[src/rtl/wb_burst_master.sv]
// Wishbone B3 burst initiator: command port in, classic/incrementing bursts out.
// Optional macro WB_MASTER_TIMEOUT_EN adds a no-response abort after TIMEOUT_CYCLES.
//
// Ports:
//   wb_clk_i, wb_rst_ni                : clock, synchronous active-low reset
//   cmd_valid_i/cmd_ready_o            : command handshake (we, adr, len, bte)
//   wr_valid_i/wr_ready_o/wr_data_i    : write-data stream in
//   rd_valid_o/rd_data_o               : read-data stream out (no backpressure)
//   done_o/err_o                       : completion pulse, err_o = aborted
//   wb_*                               : Wishbone B3 master bus
module wb_burst_master #(
    parameter int dw = 32,
    parameter int aw = 32
`ifdef WB_MASTER_TIMEOUT_EN
    ,
    parameter int TIMEOUT_CYCLES = 255
`endif
) (
    input  logic          wb_clk_i,
    input  logic          wb_rst_ni,
    input  logic          cmd_valid_i,
    output logic          cmd_ready_o,
    input  logic          cmd_we_i,
    input  logic [aw-1:0] cmd_adr_i,
    input  logic [3:0]    cmd_len_i,
    input  logic [1:0]    cmd_bte_i,
    input  logic          wr_valid_i,
    output logic          wr_ready_o,
    input  logic [dw-1:0] wr_data_i,
    output logic          rd_valid_o,
    output logic [dw-1:0] rd_data_o,
    output logic          done_o,
    output logic          err_o,
    output logic [aw-1:0] wb_adr_o,
    output logic [dw-1:0] wb_dat_o,
    output logic [3:0]    wb_sel_o,
    output logic          wb_we_o,
    output logic          wb_cyc_o,
    output logic          wb_stb_o,
    output logic [2:0]    wb_cti_o,
    output logic [1:0]    wb_bte_o,
    input  logic [dw-1:0] wb_dat_i,
    input  logic          wb_ack_i,
    input  logic          wb_err_i,
    input  logic          wb_rty_i
);

    typedef enum logic [1:0] {IDLE, FETCH, BUS, DONE} state_t;

    state_t        state_q;
    logic [4:0]    beats_q;
    logic          cyc_q, stb_q, we_q;
    logic          rd_valid_q, done_q, err_q;
    logic [aw-1:0] adr_q;
    logic [dw-1:0] dat_q, rd_data_q;
    logic [2:0]    cti_q;
    logic [1:0]    bte_q;

    logic          tmo_hit;
    logic          last_d, abort_d, ack_d;
    logic [4:0]    beats_d;
    logic [2:0]    cti_d;
    logic [aw-1:0] adr_d;

    // Wrapping bursts only step the low word-index bits of the address.
    function automatic logic [aw-1:0] next_adr(input logic [aw-1:0] a,
                                               input logic [1:0]    b);
        logic [aw-1:0] r;
        r = a;
        case (b)
            2'b00:   r = a + aw'(4);
            2'b01:   r[3:2] = a[3:2] + 2'd1;
            2'b10:   r[4:2] = a[4:2] + 3'd1;
            default: r[5:2] = a[5:2] + 4'd1;
        endcase
        return r;
    endfunction

`ifdef WB_MASTER_TIMEOUT_EN
    localparam int TCW = $clog2(TIMEOUT_CYCLES + 1);
    localparam int TW  = (TCW > 8) ? TCW : 8;
    logic [TW-1:0] tmo_q;

    always_ff @(posedge wb_clk_i) begin
        if (!wb_rst_ni || !stb_q || wb_ack_i) begin
            tmo_q <= '0;
        end else begin
            tmo_q <= tmo_q + TW'(1);
        end
    end

    // Fires on the edge where the count would reach TIMEOUT_CYCLES.
    assign tmo_hit = stb_q && (tmo_q == TW'(TIMEOUT_CYCLES - 1));
`else
    assign tmo_hit = 1'b0;
`endif

    // err/rty/timeout take priority over a coincident ack.
    assign abort_d = stb_q & (wb_err_i | wb_rty_i | tmo_hit);
    assign ack_d   = stb_q & wb_ack_i & ~abort_d;
    assign last_d  = (beats_q == 5'd1);
    assign beats_d = beats_q - 5'd1;
    assign cti_d   = (beats_d == 5'd1) ? 3'b111 : 3'b010;
    assign adr_d   = next_adr(adr_q, bte_q);

    always_ff @(posedge wb_clk_i) begin
        if (!wb_rst_ni) begin
            state_q    <= IDLE;
            beats_q    <= '0;
            cyc_q      <= 1'b0;
            stb_q      <= 1'b0;
            we_q       <= 1'b0;
            rd_valid_q <= 1'b0;
            done_q     <= 1'b0;
            err_q      <= 1'b0;
            adr_q      <= '0;
            dat_q      <= '0;
            rd_data_q  <= '0;
            cti_q      <= '0;
            bte_q      <= '0;
        end else begin
            rd_valid_q <= 1'b0;
            done_q     <= 1'b0;
            err_q      <= 1'b0;
            case (state_q)
                IDLE: begin
                    if (cmd_valid_i) begin
                        adr_q   <= cmd_adr_i & {{(aw-2){1'b1}}, 2'b00};
                        bte_q   <= cmd_bte_i;
                        we_q    <= cmd_we_i;
                        beats_q <= {1'b0, cmd_len_i} + 5'd1;
                        cti_q   <= (cmd_len_i == 4'd0) ? 3'b000 : 3'b010;
                        if (cmd_we_i) begin
                            state_q <= FETCH;
                        end else begin
                            cyc_q   <= 1'b1;
                            stb_q   <= 1'b1;
                            state_q <= BUS;
                        end
                    end
                end
                FETCH: begin
                    if (wr_valid_i) begin
                        dat_q   <= wr_data_i;
                        cyc_q   <= 1'b1;
                        stb_q   <= 1'b1;
                        state_q <= BUS;
                    end
                end
                BUS: begin
                    if (abort_d) begin
                        cyc_q   <= 1'b0;
                        stb_q   <= 1'b0;
                        done_q  <= 1'b1;
                        err_q   <= 1'b1;
                        state_q <= DONE;
                    end else if (ack_d) begin
                        adr_q   <= adr_d;
                        beats_q <= beats_d;
                        if (!we_q) begin
                            rd_valid_q <= 1'b1;
                            rd_data_q  <= wb_dat_i;
                        end
                        if (last_d) begin
                            cyc_q   <= 1'b0;
                            stb_q   <= 1'b0;
                            done_q  <= 1'b1;
                            state_q <= DONE;
                        end else begin
                            cti_q <= cti_d;
                            if (we_q) begin
                                if (wr_valid_i) begin
                                    dat_q <= wr_data_i;
                                end else begin
                                    stb_q   <= 1'b0;
                                    state_q <= FETCH;
                                end
                            end
                        end
                    end
                end
                DONE:    state_q <= IDLE;
                default: state_q <= IDLE;
            endcase
        end
    end

    assign cmd_ready_o = (state_q == IDLE);
    assign wr_ready_o  = (state_q == FETCH) ||
                         ((state_q == BUS) && we_q && ack_d && !last_d);
    assign rd_valid_o  = rd_valid_q;
    assign rd_data_o   = rd_data_q;
    assign done_o      = done_q;
    assign err_o       = err_q;
    assign wb_adr_o    = adr_q;
    assign wb_dat_o    = dat_q;
    assign wb_sel_o    = 4'hf;
    assign wb_we_o     = we_q;
    assign wb_cyc_o    = cyc_q;
    assign wb_stb_o    = stb_q;
    assign wb_cti_o    = cti_q;
    assign wb_bte_o    = bte_q;

endmodule

[config.mk]
export PLATFORM = sky130hd
export DESIGN_NAME = wb_burst_master
export DESIGN_NICKNAME = d
export VERILOG_FILES = /design/src/rtl/wb_burst_master.sv
export SDC_FILE = /design/constraint.sdc
export NUM_CORES = 1
export LEC_CHECK = 0
export BUFFER_PORTS_ARGS = -buffer_cell sky130_fd_sc_hd__buf_2
export CORE_MARGIN = 1
export CORE_UTILIZATION = 54
export CTS_BUF_LIST = sky130_fd_sc_hd__clkbuf_4 sky130_fd_sc_hd__clkbuf_8
export DETAILED_ROUTE_END_ITERATION = 12
export PLACE_DENSITY = 0.88
export SYNTH_ARGS = -nofsm -noshare
export SYNTH_HDL_FRONTEND = slang
export SYNTH_SLANG_ARGS = --single-unit
export TNS_END_PERCENT = 50
[constraint.sdc]
create_clock -name wb_clk_i -period 6.4 [get_ports wb_clk_i]
set_clock_uncertainty 0.1 [all_clocks]
set_input_delay 0.96 -clock wb_clk_i [delete_from_list [all_inputs] [get_ports wb_clk_i]]
set_output_delay 0.96 -clock wb_clk_i [all_outputs]
set_load 0.03 [all_outputs]
==> impl_metrics.yaml, run 1 <==
run_status:
  status: "finished, final reports clean"
logic_synthesis:
  syn_area_sq_um: 5450
  yosysWarnings: 0
  synth_ff_type: "dfxtp_1"
  synth_cells: 683
  synthArstFlopShare_pct: 0
  syn_avg_cell_area_sq_um: 7.98
  ys_types: 73
  ys_seq_area_share_pct: 40.8
  synth-seq-cells: 111
  synth_edf_count: 0
route:
  via_per_inst: 5.63
  drt_first_iter_violations: 481
  dr_total_vias: 5636
  wl_per_cell_microns: 14.6
  ant_nets: 0
  wl_mm: 14.6
  drc: 0
  drt_pass1_iterations: 5
clocking:
  cts_tree: "done"
  cts_root_buf: "clkbuf_8"
  holdBufCountCts: 0
  htree_levels: 3
  cts_buffers: 9
  worstSkewPairLatency_ns: 0.37
  clk_pin_slew_ns: 0.11
  post_cts_buffers: 0
  cts_buffer_depth: 2
  cts_resized: 0
  clkSinkCount: 111
sta:
  maxSlewViolCount: 0
  finalHoldViolations: 0
  worstMarginPinSlew_ns: 1.18
  fin_tns_setup_ns: 0
  rsz0062_at_grt: "false"
  max_freq_mhz: 315
  fin_crit_ns: 3.17
  setup_violations: 0
  relSlewSlack_pct: 21.1
  period_share_pct: 49.6
worst_hold_path:
  whs_endpoint: "rd_data_o[5]"
  hp-class: "flip-flop to flip-flop"
  worstHoldPathCells: 2
  worstHoldStart: "rd_data_o[5]"
die:
  dieWidth_microns: 102
  die_h_microns: 102
  start_util_pct: 55.8
  coreArea_sq_um: 9770
  num_io_pins: 223
  rows: 36
  dieArea_sq_um: 10500
power_and_ir_drop:
  leakagePower_nw: 2.93
  power_mw: 1.51
  power.density_nw_per_um2: 225
  ir_drop_v: 0.000166
layout:
  nFillCells: 862
  layout_commonest_cell: "buf_2"
  mostFrequentLayoutCells: "buf_2 (214), nand2_1 (162), dfxtp_1 (111), a21oi_1 (62), o21ai_0 (33)"
  nets: 981
  layout.cells.non_filler: 1001
  syn2layout_area_growth_pct: 23.5
  diodes: 0
  final_layout_size_suffix_gt1_share_pct: 29.4
critical_path:
  end_kind: "output port"
  cpMostUsedCell: "buf_2"
  timing.rr.start: "state_q[0]"
  worstPathArrival_ns: 2.11
  path_class: "primary input to output port"
  required_ns: 5.34
  crit_family: "simple AND/OR/NAND/NOR gates"
  crit_chain: "buf_2 > nor4bb_1 > buf_4 > nand4_1 > nand2_1 > buf_2"
  r2r_cells: 5
  start_kind: "primary input"
  path_buf_inv: 3
  crit_path_top_delay_cell: "nor4bb_1"
  r2r-end: "rd_data_o[2]"
  cp_max_fo: 9
  reg2reg_slack_ns: 3.71
  critical_path.max_stage_delay_ns: 0.31
global_route:
  grt_usage_pct: 27.3
  antenna_found_initial: 0
  grt_pass1_wl_mm: 22.9
  grt_pass1_vias: 4896
  grt_max_degree: 93
  grt_overflow: 0
placed_design:
  io_buffer_count: 214
  hpwl_mm: 10.4
  place_congestion: 0.820
  dp_cells: 985
flow_run:
  cap_violations: 0
==> per-layer routing <==
metal / share of wire (%) / wire, microns / up-vias / track usage, %
met4: 2.2 / 328 / 0 / 8.02
met3: 9.2 / 1350 / 28 / 7.39
met5: 0 / 0 / - / 0
met1: 41 / 5920 / 2569 / 34.3
li1: - / - / 2763 / -
met2: 48 / 7020 / 276 / 45.5
==> worst max path at each step <==
stage	startpoint	cells past startpoint	to	slack, ns
global placement	cmd_valid_i	5	wb_adr_o[27]	3.19
detailed placement	cmd_valid_i	5	wb_adr_o[27]	3.17
floorplan	wb_rty_i	4	wr_ready_o	3.58
CTS	beats_q[1]	6	wr_ready_o	3.22
finish	wb_rty_i	6	wr_ready_o	3.23
global route	beats_q[1]	6	wr_ready_o	3.11
==> sequential cells by signal (all words and copies together) (netlist names), 2 cells and up <==
register   flops
rd_data_o     32
wb_dat_o      32
wb_adr_o      30
beats_q        5
state_q        2
wb_bte_o       2
wb_cti_o       2
==> power breakdown <==
group | total, mW | switching (mW) | internal [mW]
clock network | 0.445 | 0.255 | 0.190
logic | 0.298 | 0.193 | 0.105
registers | 0.768 | 0.0442 | 0.724
total | 1.51 | 0.492 | 1.02
==> metrics by stage <==
stage	cell area [sq um]	util, %	hold slack, ns	setup WS [ns]
finish	6730	68.9	0.357	3.23
global route	6730	68.9	0.377	3.11
CTS	6730	68.9	0.359	3.22
detailed placement	6520	66.7	0.343	3.17
global placement	6520	66.7	0.338	3.19
floorplan	5470	-	0.379	3.58
==> area by class of cell <==
cell class / count / area [sq um] / area share (%)
Clock inverter: 7 / 86.3 / 1.28
Tap cell: 133 / 166 / 2.47
Clock buffer: 9 / 124 / 1.84
Timing Repair Buffer: 221 / 1120 / 16.7
Multi-Input combinational cell: 505 / 2950 / 43.9
Sequential cell: 111 / 2220 / 33.0
Inverter: 15 / 56.3 / 0.837
==> logic make-up (layout without fill, tap and decap cells) <==
group | count (synthesis) | after routing | synth area share, %
adders and majority gates | 8 | 8 | 1.84
other | 2 | 6 | 0.138
and+or+nand+nor | 294 | 294 | 26.4
xor gates and xnor gates | 4 | 4 | 0.643
DFF | 111 | 111 | 40.8
muxes | 32 | 32 | 5.88
buffers and inverters | 71 | 252 | 5.69
AOI/OAI and AO/OA | 161 | 161 | 18.6
==> synthesized netlist by cell type (3+ instances only) <==
library cell  count  area [sq um]
a211oi_1         10          75.1
a21oi_1          62           310
a311oi_1          7          61.3
a31oi_1           4          25.0
a32o_1            4          40.0
and2_1            7          43.8
and3_1            8          50.1
buf_2             3          15.0
buf_4            10          75.1
clkbuf_1         41           154
dfxtp_1         111          2220
ha_1              8           100
inv_1            15          56.3
mux2i_1          32           320
nand2_1         162           608
nand2b_1          4          25.0
nand3_1          16          80.1
nand4_1           8          50.1
nand4b_1          3          26.3
nor2_1           27           101
nor3_1           13          65.1
nor4_1           10          62.6
nor4b_1           4          35.0
o211ai_1          5          37.5
o21ai_0          33           165
o31ai_1           4          30.0
or3_1             6          37.5
xor2_1            3          26.3
==> tightest hold or removal path, stage by stage (launching register included) <==
cell and delay [ns]:
dfxtp_1 0.32, nand2_1 0.05, a21oi_1 0.05
No activity file was read; power rests on OpenSTA's default activity.
==> run 2, diff against run 1 <==
ABC_AREA = 1   (was unset)
CORE_UTILIZATION = 46   (was 54)
PLACE_DENSITY = 0.79   (was 0.88)
clock period = 2.65 ns   (was 6.4 ns; I/O delays follow)
==> impl_metrics.yaml, run 2 <==
critical_path:
  path_buf_inv: 3
  cp_max_fo: 4
  required_ns: 2.15
  r2r_cells: 6
  worstPathArrival_ns: 1.85
  crit_chain: "inv_1 > ha_1 > nand3_1 > inv_1 > o21bai_4 > nor3b_1 > buf_2"
  crit_path_top_delay_cell: "dfxtp_1"
  crit_family: "buffers and inverters"
  end_kind: "output port"
  start_kind: "flip-flop"
  cpMostUsedCell: "inv_1"
  path_class: "flip-flop to output port"
  critical_path_depth: 7
  critical_path.max_stage_delay_ns: 0.37
sta:
  rsz0062_at_grt: "false"
  worst_hold_slack_ns: 0.158
  fin_crit_ns: 2.35
  setup_slack_ns: 0.305
  relSlewSlack_pct: 59.9
  maxSlewViolCount: 0
  finalHoldViolations: 0
  worstMarginPinSlew_ns: 0.602
  max_freq_mhz: 426
  period_share_pct: 88.5
  fin_tns_setup_ns: 0
  setup_violations: 0
global_route:
  grt_pass1_wl_mm: 24.8
  grt_overflow: 0
  grt_max_degree: 69
  grt_pass1_vias: 5240
  grt_usage_pct: 23.6
  antenna_found_initial: 1
logic_synthesis:
  synth_edf_count: 0
  synthArstFlopShare_pct: 0
  synth_common_cells: "nand2_1 (216), nor2_1 (192), dfxtp_1 (111), a21oi_1 (74), o21ai_0 (64)"
  yosysTopAreaCell: "dfxtp_1"
  synth_top_cell_area_share_pct: 38.4
  synth.area.top_cells: "dfxtp_1 (38%), nand2_1 (14%), nor2_1 (12%), a21oi_1 (6.4%), o21ai_0 (5.5%)"
  synth.most_common_cell: "nand2_1"
  syn_avg_cell_area_sq_um: 6.57
  synth_ff_type: "dfxtp_1"
  synth-seq-cells: 111
  synth_top_family_by_area: "simple AND/OR/NAND/NOR gates"
  synth_cells: 882
  synthAdderAreaFrac_pct: 1.73
  ys_types: 38
  ys_seq_area_share_pct: 38.4
  synthMuxAreaShare_pct: 0
  synth-xor-area-share_pct: 0.605
  synth-compound-area-share_pct: 14.1
  synth-simple-area-share_pct: 36.1
  yosysWarnings: 0
  syn_area_sq_um: 5790
route:
  drt_first_iter_violations: 425
  dr_total_vias: 6154
  ant_nets: 0
  via_per_inst: 4.95
  drt_pass1_iterations: 5
  wl_mm: 15.5
  wl_per_cell_microns: 12.5
  drc: 0
power_and_ir_drop:
  ir_drop_v: 0.000684
  leakagePower_nw: 3.25
  power.density_nw_per_um2: 950
  power_mw: 6.75
die:
  num_io_pins: 223
  start_util_pct: 47.6
  dieArea_sq_um: 13000
  die_h_microns: 114
  coreArea_sq_um: 12200
  rows: 40
  dieWidth_microns: 114
clocking:
  worstSkewPairLatency_ns: 0.38
  cts_tree: "done"
  cts_root_buf: "clkbuf_8"
  cts_resized: 0
  holdBufCountCts: 0
  cts_buffer_depth: 2
  htree_levels: 3
  cts_buffers: 9
  post_cts_buffers: 0
  clk_pin_slew_ns: 0.11
  clkSinkCount: 111
layout:
  mostFrequentLayoutCells: "nand2_1 (216), buf_2 (214), nor2_1 (192), dfxtp_1 (111), a21oi_1 (74)"
  utilization_pct: 58.4
  final_layout_size_suffix_gt1_share_pct: 24.1
  nets: 1187
  final_area_sq_um: 7100
  layout.cells.non_filler: 1242
  diodes: 0
  syn2layout_area_growth_pct: 22.6
  nFillCells: 1232
  layout_commonest_cell: "nand2_1"
placed_design:
  placed_cell_area_sq_um: 6920
  dp_cells: 1226
  hpwl_mm: 11.3
  io_buffer_count: 214
  place_ws_ns: 0.535
  place_congestion: 0.915
worst_hold_path:
  hp-class: "primary input to flip-flop"
  worstHoldPathCells: 3
run_status:
  status: "finished, final reports clean"
flow_run:
  cap_violations: 0
-- run 2: cell types whose count changed in the layout (fill, tap and decap cells not counted), sizes merged, moves of 19 or more --
cell | before | now
nor2 | 27 | 198
nand3b | 1 | 33
mux2i | 32 | 0
o21ai | 34 | 67
inv | 19 | 57
nand3 | 16 | 35
nand2 | 162 | 218
-- run 2: layout make-up --
| type | count | area, sq um | area share (%) |
|---|---|---|---|
| repair buffers | 224 | 1200 | 16.8 |
| inverters | 56 | 211 | 2.98 |
| clock inverters | 6 | 53.8 | 0.758 |
| flip-flops and latches | 111 | 2220 | 31.3 |
| well taps | 168 | 210 | 2.96 |
| clock buffers | 10 | 131 | 1.85 |
| multi-input cells | 667 | 3080 | 43.3 |
-- run 2: worst register-to-register path, stage by stage, from the launching register on --
cell,delay [ns]
dfxtp_1,0.42
nand2_1,0.29
buf_4,0.29
o21ai_2,0.18
nand2_2,0.35
o21ai_0,0.30
a21oi_1,0.08
-- run 2: power by group --
part / internal, mW / switching (mW)
Combinational: 1.02 / 2.28
Sequential: 2.09 / 0.368
Clock: 0.370 / 0.609
-- run 2: worst paths after layout --
path | start | endpoint | slack, ns
setup reg to reg | state_q[1] | wb_adr_o[18] | 0.51
setup / recovery | beats_q[1] | wr_ready_o | 0.30
hold / removal | wb_dat_i[2] | rd_data_o[2] | 0.16
hold reg to reg | wb_cyc_o | wb_cyc_o | 0.37
-- run 2: per-layer routing --
layer | track usage [%] | part of all wire [%] | vias to the layer above | wire [microns]
met2 | 37.3 | 47 | 233 | 7220
met5 | 0 | 0 | - | 0
met3 | 6.03 | 7.4 | 27 | 1150
li1 | - | - | 3178 | -
met1 | 31.0 | 44 | 2716 | 6800
met4 | 8.83 | 2.2 | 0 | 346
-- run 2: cells by family after synthesis --
family | after synthesis
compound gates | 155
xor+xnor | 4
fa+ha+maj | 8
buf+inv | 108
flops | 111
other cells | 2
simple gates | 494
==> run 3, diff against run 2 <==
CORE_ASPECT_RATIO = 1.5   (was unset)
==> impl_metrics.yaml, run 3 (synthesis results as in run 2) <==
run_status:
  status: "finished, final reports clean"
clocking:
  cts_resized: 0
  cts_tree: "done"
  holdBufCountCts: 0
  worstSkewPairLatency_ns: 0.38
  cts_root_buf: "clkbuf_8"
  htree_levels: 3
  clk_pin_slew_ns: 0.12
  post_cts_buffers: 0
  cts_buffers: 9
  clkSinkCount: 111
  cts_buffer_depth: 2
layout:
  final_area_sq_um: 7090
  nets: 1188
  mostFrequentLayoutCells: "nand2_1 (216), buf_2 (214), nor2_1 (192), dfxtp_1 (111), a21oi_1 (74)"
  nFillCells: 1271
  multi_input_area_sq_um: 3080
  syn2layout_area_growth_pct: 22.5
  regArea_sq_um: 2220
  diodes: 0
  layout_commonest_cell: "nand2_1"
  final_layout_size_suffix_gt1_share_pct: 24.2
die:
  num_io_pins: 223
  die_h_microns: 139
  dieWidth_microns: 93.6
  start_util_pct: 47.7
  coreArea_sq_um: 12100
  rows: 49
  dieArea_sq_um: 13100
sta:
  rsz0062_at_grt: "false"
  worstMarginPinSlew_ns: 0.611
  fin_tns_setup_ns: 0
  fin_crit_ns: 2.38
  maxSlewViolCount: 0
  max_freq_mhz: 421
  setup_violations: 0
  relSlewSlack_pct: 59.3
  finalHoldViolations: 0
  period_share_pct: 89.7
route:
  dr_total_vias: 6177
  via_per_inst: 5.03
  wl_per_cell_microns: 13.3
  drc: 0
  drt_pass1_iterations: 5
  ant_nets: 0
  wl_mm: 16.3
  drt_first_iter_violations: 242
global_route:
  grt_overflow: 0
  grt_usage_pct: 25.3
  antenna_found_initial: 1
  grt_max_degree: 65
  grt_pass1_vias: 5733
  grt_pass1_wl_mm: 26.4
power_and_ir_drop:
  intPower_mw: 3.56
  leakagePower_nw: 3.25
  p_seq_share_pct: 35.9
  clockPowerShare_pct: 16.0
  p_sw_share_pct: 48.0
  power_mw: 6.85
  power.switching_mw: 3.29
  power.density_nw_per_um2: 966
  pwr-share-comb_pct: 48.2
  ir_drop_v: 0.000433
critical_path:
  cp_max_fo: 4
  end_kind: "output port"
  worstPathArrival_ns: 1.88
  crit_chain: "inv_1 > ha_1 > nand3_1 > inv_1 > o21bai_4 > nor3b_1 > buf_2"
  cp-startpoint: "beats_q[1]"
  timing.rr.start: "state_q[1]"
  crit_path_top_delay_cell: "dfxtp_1"
  start_kind: "flip-flop"
  path_buf_inv: 3
  required_ns: 2.15
  cpMostUsedCell: "inv_1"
  crit_family: "buffers and inverters"
  path_class: "flip-flop to output port"
  critical_path.max_stage_delay_ns: 0.38
flow_run:
  cap_violations: 0
placed_design:
  hpwl_mm: 12.0
  io_buffer_count: 214
  placed_cell_area_sq_um: 6880
  place_congestion: 0.943
worst_hold_path:
  worstHoldStart: "wb_dat_i[16]"
  hp-class: "primary input to flip-flop"
## run 3: final cells by class
class,instances,share of cell area (%)
clock buffer,9,1.75
clock inverter,7,1.29
inverter,56,2.98
multi-input combinational,667,43.4
sequential,111,31.3
tap,153,2.70
timing repair buffer,225,16.6
## run 3: metal layers
| layer | vias up | global-route usage (%) | wire length [microns] |
|---|---|---|---|
| li1 | 3177 | - | - |
| met1 | 2717 | 27.0 | 6290 |
| met2 | 223 | 44.6 | 8070 |
| met3 | 58 | 4.54 | 1040 |
| met4 | 2 | 16.7 | 911 |
| met5 | - | 0 | 11 |
## run 3: tightest hold or removal path, stage by stage
cell,delay (ns)
buf_2,0.07
o21ai_0,0.07
nor2_1,0.07
## run 3: metrics by stage
stage | setup slack, ns | std cells | hold slack, ns | utilization, %
final | 0.273 | 1228 | 0.152 | 58.4
after floorplan | 0.180 | 886 | 0.407 | -
after CTS | 0.247 | 1228 | 0.144 | 58.4
after detailed placement | 0.562 | 1212 | 0.364 | 56.7
after global routing | 0.0597 | 1228 | 0.148 | 58.4
after global placement | 0.639 | 1212 | 0.354 | 56.7
## run 3: path summary, 6_finish.rpt
path                        end  depth (start not counted)  slack, ns
setup / recovery     wr_ready_o                          7       0.27
hold / removal    rd_data_o[16]                          3       0.15
setup reg to reg  rd_data_o[25]                          8       0.60
hold reg to reg        wb_cyc_o                          2       0.38
## run 3: power by group through the flow
stage | Clock [mW] | Combinational [mW] | Sequential [mW]
2_1_floorplan | 0 | 1.79 | 3.19
5_1_grt | 1.19 | 3.64 | 2.53
4_1_cts | 1.13 | 3.31 | 2.45
3_3_place_gp | 0 | 3.26 | 2.48
6_report | 1.09 | 3.30 | 2.46
3_5_place_dp | 0 | 3.30 | 2.49
